**src/rtl/univ_reg_pkg.sv**
```systemverilog
// rtl/univ_reg_pkg.sv - shared mode encoding for the universal preset/clear register
package univ_reg_pkg;

  typedef enum logic [2:0] {
    MODE_HOLD = 3'b000,
    MODE_LOAD = 3'b001,
    MODE_SHL  = 3'b010,
    MODE_SHR  = 3'b011,
    MODE_UP   = 3'b100,
    MODE_DOWN = 3'b101,
    MODE_ROL  = 3'b110,
    MODE_ROR  = 3'b111
  } mode_t;

endpackage

```
**src/rtl/univ_reg_pr_if.sv**
```systemverilog
// rtl/univ_reg_pr_if.sv - control, data and status bundle of univ_reg_pr
import univ_reg_pkg::*;

interface univ_reg_pr_if #(
  parameter int WIDTH = 8
);
  logic             PRE;
  logic             en;
  mode_t            mode;
  logic [WIDTH-1:0] D;
  logic             SI_L;
  logic             SI_R;
  logic [WIDTH-1:0] Q;
  logic [WIDTH-1:0] QB;
  logic             CO;

  modport master (
    output PRE, en, mode, D, SI_L, SI_R,
    input  Q, QB, CO
  );

  modport slave (
    input  PRE, en, mode, D, SI_L, SI_R,
    output Q, QB, CO
  );
endinterface

```
**src/rtl/dff_sync_pr.sv**
```systemverilog
// rtl/dff_sync_pr.sv - one-bit D flip-flop with synchronous clear/preset, clear wins
module dff_sync_pr (
  input  logic clk,
  input  logic CLR,
  input  logic PRE,
  input  logic D,
  output logic Q,
  output logic QB
);

  always_ff @(posedge clk) begin
    if (CLR)
      Q <= 1'b0;
    else if (PRE)
      Q <= 1'b1;
    else
      Q <= D;
  end

  assign QB = ~Q;

endmodule

```
**src/rtl/univ_reg_pr.sv**
```systemverilog
// rtl/univ_reg_pr.sv - WIDTH-bit hold/load/shift/count/rotate register built from dff_sync_pr
import univ_reg_pkg::*;

module univ_reg_pr #(
  parameter int               WIDTH      = 8,
  parameter logic [WIDTH-1:0] PRESET_VAL = {WIDTH{1'b1}}
) (
  input logic           clk,
  input logic           CLR,
  univ_reg_pr_if.slave  bus
);

  logic [WIDTH-1:0] q;
  logic [WIDTH-1:0] qb;
  logic [WIDTH-1:0] q_nxt;
  logic             co_nxt;
  logic             co_q;

  always_comb begin
    q_nxt  = q;
    co_nxt = 1'b0;
    if (bus.en) begin
      case (bus.mode)
        MODE_HOLD: q_nxt = q;
        MODE_LOAD: q_nxt = bus.D;
        MODE_SHL: begin
          q_nxt  = {q[WIDTH-2:0], bus.SI_L};
          co_nxt = q[WIDTH-1];
        end
        MODE_SHR: begin
          q_nxt  = {bus.SI_R, q[WIDTH-1:1]};
          co_nxt = q[0];
        end
        MODE_UP: begin
          q_nxt  = q + 1'b1;
          co_nxt = &q;
        end
        MODE_DOWN: begin
          q_nxt  = q - 1'b1;
          co_nxt = ~|q;
        end
        MODE_ROL: begin
          q_nxt  = {q[WIDTH-2:0], q[WIDTH-1]};
          co_nxt = q[WIDTH-1];
        end
        MODE_ROR: begin
          q_nxt  = {q[0], q[WIDTH-1:1]};
          co_nxt = q[0];
        end
        default: q_nxt = q;
      endcase
    end
  end

  // A preset of a bit whose PRESET_VAL is 0 is realised as a clear of that bit.
  for (genvar i = 0; i < WIDTH; i++) begin : g_bit
    logic bit_clr;
    logic bit_pre;
    assign bit_clr = CLR | (bus.PRE & ~PRESET_VAL[i]);
    assign bit_pre = bus.PRE & PRESET_VAL[i];

    dff_sync_pr u_dff (
      .clk (clk),
      .CLR (bit_clr),
      .PRE (bit_pre),
      .D   (q_nxt[i]),
      .Q   (q[i]),
      .QB  (qb[i])
    );
  end

  // Carry flag is also forced low on preset, so it shares the clear path.
  dff_sync_pr u_co (
    .clk (clk),
    .CLR (CLR | bus.PRE),
    .PRE (1'b0),
    .D   (co_nxt),
    .Q   (co_q),
    .QB  ()
  );

  assign bus.Q  = q;
  assign bus.QB = qb;
  assign bus.CO = co_q;

endmodule

```
**src/flat_wrapper.sv**
```systemverilog
// flat-port wrapper written by rule: the top's interface ports become plain ports
module univ_reg_pr_flat 
#(
  parameter int               WIDTH      = 8,
  parameter logic [WIDTH-1:0] PRESET_VAL = {WIDTH{1'b1}}
)
  (clk, CLR, bus_PRE, bus_en, bus_mode, bus_D, bus_SI_L, bus_SI_R, bus_Q, bus_QB, bus_CO);
  univ_reg_pr_if #(.WIDTH(WIDTH)) bus_i ();
  input logic clk;
  input logic CLR;
  input wire logic [$bits(bus_i.PRE)-1:0] bus_PRE;
  input wire logic [$bits(bus_i.en)-1:0] bus_en;
  input wire logic [$bits(bus_i.mode)-1:0] bus_mode;
  input wire logic [$bits(bus_i.D)-1:0] bus_D;
  input wire logic [$bits(bus_i.SI_L)-1:0] bus_SI_L;
  input wire logic [$bits(bus_i.SI_R)-1:0] bus_SI_R;
  output wire logic [$bits(bus_i.Q)-1:0] bus_Q;
  output wire logic [$bits(bus_i.QB)-1:0] bus_QB;
  output wire logic [$bits(bus_i.CO)-1:0] bus_CO;
  assign bus_i.PRE = bus_PRE;
  assign bus_i.en = bus_en;
  assign bus_i.mode = bus_mode;
  assign bus_i.D = bus_D;
  assign bus_i.SI_L = bus_SI_L;
  assign bus_i.SI_R = bus_SI_R;
  assign bus_Q = bus_i.Q;
  assign bus_QB = bus_i.QB;
  assign bus_CO = bus_i.CO;
  univ_reg_pr #(.WIDTH(WIDTH), .PRESET_VAL(PRESET_VAL)) u_core (.clk(clk), .CLR(CLR), .bus(bus_i));
endmodule
```
**config.mk**
```make
export PLATFORM = sky130hd
export DESIGN_NAME = univ_reg_pr_flat
export DESIGN_NICKNAME = d
export VERILOG_FILES = /design/src/rtl/univ_reg_pkg.sv /design/src/rtl/univ_reg_pr_if.sv /design/src/rtl/dff_sync_pr.sv /design/src/rtl/univ_reg_pr.sv /design/src/flat_wrapper.sv
export SDC_FILE = /design/constraint.sdc
export NUM_CORES = 1
export LEC_CHECK = 0
export CAP_MARGIN = 20
export CORE_MARGIN = 10
export CORE_UTILIZATION = 40
export CTS_BUF_LIST = sky130_fd_sc_hd__clkbuf_2 sky130_fd_sc_hd__clkbuf_4 sky130_fd_sc_hd__clkbuf_8
export CTS_CLUSTER_SIZE = 24
export DETAILED_ROUTE_END_ITERATION = 7
export DONT_BUFFER_PORTS = 1
export GPL_TIMING_DRIVEN = 0
export SETUP_SLACK_MARGIN = 0.5
export SLEW_MARGIN = 30
export SYNTH_ARGS = -nofsm -noshare
export SYNTH_HDL_FRONTEND = slang
export SYNTH_SLANG_ARGS = --single-unit
```
**constraint.sdc**
```tcl
create_clock -name clk -period 7.1 [get_ports clk]
set_input_delay 1.42 -clock clk [delete_from_list [all_inputs] [get_ports clk]]
set_output_delay 1.42 -clock clk [all_outputs]
set_load 0.02 [all_outputs]
```
==> impl_metrics.yaml, run 1 <==
cts:
  clk_latency_ns: 0.27
  cts_resized: 0
  cts_sinks: 9
  cts-htree-levels: 1
  cts-root-buf: "clkbuf_4"
  cts_tree: "yes"
  numCtsBuffers: 3
  cts_max_path_buffers: 2
  postCtsSetupRepairBufs: 0
  cts_hold_buf: 0
  clk_pin_slew_worst_paths_ns: 0.07
sta:
  fin_tns_setup_ns: 0
  hold_slack_ns: 0.6296
  hold_viol_final: 0
  setup_viol: 0
  timing.final.crit_share_pct: 49.68
  setup_ws_ns: 3.573
  max_freq_mhz: 283.5
  rsz0062_at_grt: "false"
  maxSlewViolCount: 0
  fin_skew_ns: 0.002290
  worst_slew_pin_slew_ns: 0.5410
  min_period_ns: 3.527
  relSlewSlack_pct: 63.94
final_layout:
  n_antenna_cell: 0
  final_area_um2: 1140
  nNetsFinal: 167
  drive_gt1_share_pct: 22.97
  area_growth_pct: 6.301
  fillCellCount: 274
worst_setup_path:
  max_stage_delay_ns: 0.46
  required_ns: 7.26
  worstPathArrival_ns: 3.69
  crit_chain: "clkbuf_1 > nand3b_2 > xnor2_1 > ha_1 > or4_1 > nor4_1 > nor2_1 > mux2i_1 > a2111oi_0"
  slowest_stage: "or4_1"
  critPathLaunchType: "primary input"
  crit_path_end_kind: "register"
  timing.rr.end: "u_core.g_bit[6].u_dff.Q"
  reg2reg_slack_ns: 4.91
  setup.worst_path.class: "in -> reg"
  r2r_start: "u_core.g_bit[1].u_dff.Q"
  worst_r2r_path_depth: 8
  path_max_fanout: 10
floorplan:
  die_area_um2: 5152
  die_y_um: 71.78
  start_util_pct: 42.51
  io-pin-count: 34
  core_um2: 2522
  num_rows: 18
  fp.dieW_um: 71.78
power:
  power.leakage_nw: 0.4661
  irDropWorstVdd_uv: 97.82
  power.total_w: 0.0001860
  p_per_area_nw_per_um2: 163.2
worst_hold_path:
  hold_path_end: "u_core.g_bit[6].u_dff.Q"
  hold_path.class: "reg -> reg"
  hp-start: "u_core.g_bit[6].u_dff.Q"
  holdPathStages: 2
logic_synthesis:
  synthArstFlopShare_pct: 0
  ys.flop_type: "dfxtp_1"
  yosys-top-cells-count: "buf_4, nor2_1, a21oi_1"
  yosysMostFrequentCell: "buf_4"
  ys_seq_area_share_pct: 16.80
  ys_warn_count: 0
  syn_nets: 162
  synth_area_leader_cell: "dfxtp_1"
  synth_cell_types: 44
  synthTopCellsByArea: "dfxtp_1, buf_4, mux2i_1"
  synth.avg_cell_area_um2: 7.446
  synth.top_cell.area_share_pct: 16.80
  synth_area_um2: 1072
  synth_edf_count: 0
  syn_inst: 144
  ys_ff_latch: 9
route:
  dr.pass1.iters: 4
  drt_iter0_markers: 58
  num_vias: 1038
  via_per_inst: 5.831
  routedWlPerCell_um: 17.66
  drc: 0
  final_antenna_net_count: 0
  finalWirelength_um: 3144
global_routing:
  grt_max_degree: 11
  grt.total_usage_pct: 12.16
  grt_pass1_wl_um: 5064
  first_global_vias: 1024
  antenna_found_initial: 0
  grt-ovfl-total: 0
run:
  cap_violations: 0
place:
  port_buffers: 0
  dpl_worst_slack_ns: 3.278
  gp_congestion: 0.8262
  placed_area_um2: 1110
  place_hpwl_um: 2364
outcome:
  status: "completed"
-- routing by layer --
layer,routed length [µm],vias up,track usage (%)
li1,-,513,-
met1,1321,472,14.15
met2,1488,49,19.51
met3,296,4,4.821
met4,38,0,4.516
met5,0,-,0
-- layout by cell type (no fill, tap or decap), types with 5 or more instances in the layout --
cell	Yosys	layout
buf_4	17	17
nor2_1	12	12
a21oi_1	10	10
inv_1	9	9
dfxtp_1	9	9
nand2_1	8	8
mux2i_1	8	8
clkbuf_1	7	7
o21ai_0	6	6
nand2b_1	5	5
-- critical path: cells and delay by family --
| kind | cells | cell delay [ns] |
|---|---|---|
| compound gates | 1 | 0.35 |
| buf+inv | 1 | 0.20 |
| fa+ha+maj | 1 | 0.24 |
| xor+xnor | 1 | 0.20 |
| simple gates | 4 | 1.14 |
| mux | 1 | 0.12 |
-- power breakdown --
group | leakage [nW] | switching [W] | total, W | internal, W
Clock | 0.0184 | 0.0000212 | 0.0000468 | 0.0000256
Sequential | 0.0753 | 0.00000777 | 0.0000629 | 0.0000552
Combinational | 0.372 | 0.0000450 | 0.0000763 | 0.0000313
Total | 0.466 | 0.0000739 | 0.000186 | 0.000112
-- cell families after synthesis --
logic type | after synthesis | synth area share, %
DFF | 9 | 16.80
buffers and inverters | 36 | 18.90
xor gates and xnor gates | 3 | 2.451
and+or+nand+nor | 46 | 23.57
AOI/OAI and AO/OA | 39 | 27.54
adders and majority gates | 1 | 1.167
muxes | 10 | 9.568
-- worst max-delay path by stage --
stage	start	endpoint	slack, ns	depth (start not counted)
2_1_floorplan	bus_mode[1]	u_core.g_bit[6].u_dff.Q	3.60	9
3_3_place_gp	bus_mode[1]	u_core.g_bit[6].u_dff.Q	3.29	9
3_5_place_dp	bus_mode[1]	u_core.g_bit[6].u_dff.Q	3.28	9
4_1_cts	bus_mode[1]	u_core.g_bit[6].u_dff.Q	3.57	9
5_1_grt	bus_mode[1]	u_core.g_bit[6].u_dff.Q	3.28	9
6_report	bus_mode[1]	u_core.g_bit[6].u_dff.Q	3.57	9
-- per-stage QoR --
step	util (%)	cells
after floorplan	-	144
after global placement	44.00	174
after detailed placement	44.00	174
after CTS	45.19	178
after global routing	45.19	178
final	45.19	178
-- layout make-up --
cell class,instances,area (µm²),share of cell area (%)
Sequential cell,9,180.2,15.81
Clock buffer,4,30.03,2.634
Tap cell,30,37.54,3.293
Inverter,9,33.78,2.964
Buffer,27,168.9,14.82
Multi-Input combinational cell,99,689.4,60.48
-- flip-flops by register name, summed over array words and instances, names as in the netlist --
| signal | cells |
|---|---|
| u_core.g_bit.u_dff.Q | 8 |
| u_core.u_co.Q | 1 |
Note: power is estimated with default switching activity, not from simulation.
==> run 2, diff against run 1 <==
==> constraint.sdc (replaced) <==
create_clock -name clk -period 3 [get_ports clk]
set_input_delay 0.6 -clock clk [delete_from_list [all_inputs] [get_ports clk]]
set_output_delay 0.6 -clock clk [all_outputs]
set_load 0.02 [all_outputs]
==> impl_metrics.yaml, run 2 (same netlist as run 1, synthesis figures left out) <==
final_layout:
  drive_gt1_share_pct: 26.85
  largest_reg_flops: 8
  final_cell_mix: "buf_4, nor2_1, a21oi_1"
  top_regs: "u_core.g_bit.u_dff.Q: 8 flops, u_core.u_co.Q: 1 flops"
  final_common_cell: "buf_4"
  nNetsFinal: 168
  n_antenna_cell: 0
  top_register: "u_core.g_bit.u_dff.Q"
  area_growth_pct: 9.335
  final_area_um2: 1172
  fin_util_pct: 46.48
  fillCellCount: 264
sta:
  max_freq_mhz: 432.3
  setup_viol: 0
  rsz0062_at_grt: "false"
  hold_viol_final: 0
  min_period_ns: 2.313
  worst_slew_pin_slew_ns: 0.5239
  setup_ws_ns: 0.6867
  fin_tns_setup_ns: 0
  timing.final.crit_share_pct: 77.11
  fin_skew_ns: 0.01012
  relSlewSlack_pct: 65.08
  maxSlewViolCount: 0
route:
  num_vias: 1072
  final_antenna_net_count: 0
  finalWirelength_um: 3102
  via_per_inst: 5.989
  drc: 0
  routedWlPerCell_um: 17.33
  dr.pass1.iters: 5
  drt_iter0_markers: 41
power:
  p_clk_share_pct: 25.6
  sequentialPowerShare_pct: 33.2
  comb_power_share_pct: 41.2
  power.total_w: 0.0004493
  intPower_w: 0.0002681
  irDropWorstVdd_uv: 203.4
  p_switching_w: 0.0001812
  p_per_area_nw_per_um2: 383.2
  switching_share_pct: 40.33
  power.leakage_nw: 0.4874
global_routing:
  first_global_vias: 1062
  grt_max_degree: 11
  grt.total_usage_pct: 12.07
  grt-ovfl-total: 0
  antenna_found_initial: 0
  grt_pass1_wl_um: 5133
worst_setup_path:
  max_stage_delay_ns: 0.46
  timing.rr.end: "u_core.g_bit[6].u_dff.Q"
  path_max_fanout: 10
  required_ns: 3.16
  cp-endpoint: "u_core.g_bit[6].u_dff.Q"
  worstPathArrival_ns: 2.48
  slowest_stage: "or4_1"
  crit_path_end_kind: "register"
  reg2reg_slack_ns: 0.82
  critPathLaunch: "bus_mode[1]"
  crit_chain: "clkbuf_4 > nand3b_4 > xnor2_1 > ha_2 > or4_1 > nor4_2 > nor2_1 > mux2i_1 > a2111oi_1"
  critPathLaunchType: "primary input"
  worst_r2r_path_depth: 8
  setup.worst_path.class: "in -> reg"
  r2r_start: "u_core.g_bit[1].u_dff.Q"
floorplan:
  fp.dieW_um: 71.78
  core_um2: 2522
  io-pin-count: 34
  start_util_pct: 42.51
  die_area_um2: 5152
  die_y_um: 71.78
  num_rows: 18
place:
  port_buffers: 0
  gp_congestion: 0.8862
  place_hpwl_um: 2379
  placed_area_um2: 1127
  dpl_worst_slack_ns: 0.2467
cts:
  cts-root-buf: "clkbuf_4"
  cts_tree: "yes"
  clk_pin_slew_worst_paths_ns: 0.08
  clk_latency_ns: 0.28
  cts-htree-levels: 1
  numCtsBuffers: 3
  cts_sinks: 9
  cts_max_path_buffers: 2
  cts_hold_buf: 0
outcome:
  status: "completed"
run:
  cap_violations: 0
worst_hold_path:
  hp-start: "bus_D[3]"
  hold_path.class: "in -> reg"
run 2: layout make-up:
cell class                 count  area, µm²  share of cell area (%)
buffer                        27      175.2                   14.94
clock buffer                   4      30.03                   2.561
inverter                       9      33.78                   2.882
multi-input combinational     99      708.2                   60.41
sequential                     9      180.2                   15.37
tap                           30      37.54                   3.202
timing repair buffer           1      7.507                  0.6403
run 2: layer usage:
layer,routed length [µm],global-route usage (%),vias up
li1,-,-,518
met2,1440,19.12,49
met4,57,6.022,0
met5,0,0,-
met1,1351,13.90,494
met3,252,4.408,11
run 2: what timing repair did:
action	4_1_cts	5_1_grt
setup endpoints to repair	0	1
buffers inserted	0	1
resized for setup	0	2
run 2: metrics by stage:
stage               cells  hold WS, ns
global route          179       0.5010
floorplan             144       0.5464
global placement      174       0.6098
finish                179       0.4998
CTS                   178       0.5052
detailed placement    174       0.6221
run 2: power by group through the flow:
stage | sequential [W] | combinational (W) | clock [W]
3_3_place_gp | 0.000151 | 0.000182 | 0
2_1_floorplan | 0.000145 | 0.000157 | 0
3_5_place_dp | 0.000151 | 0.000183 | 0
6_report | 0.000149 | 0.000185 | 0.000115
4_1_cts | 0.000148 | 0.000184 | 0.000118
5_1_grt | 0.000152 | 0.000203 | 0.000124
run 2: worst max-delay path, delay by kind of cell:
family	cells	cell delay, ns
simple gates	4	0.94
compound gates	1	0.30
fa+ha+maj	1	0.21
buf+inv	1	0.16
xor+xnor	1	0.14
mux	1	0.13
run 2: worst min path at each step:
stage | slack (ns) | cells past startpoint | endpoint
after CTS | 0.51 | 2 | u_core.g_bit[3].u_dff.Q
after detailed placement | 0.62 | 2 | u_core.g_bit[6].u_dff.Q
after global routing | 0.50 | 2 | u_core.g_bit[3].u_dff.Q
final | 0.50 | 2 | u_core.g_bit[3].u_dff.Q
after global placement | 0.61 | 2 | u_core.g_bit[6].u_dff.Q
after floorplan | 0.55 | 2 | u_core.g_bit[6].u_dff.Q
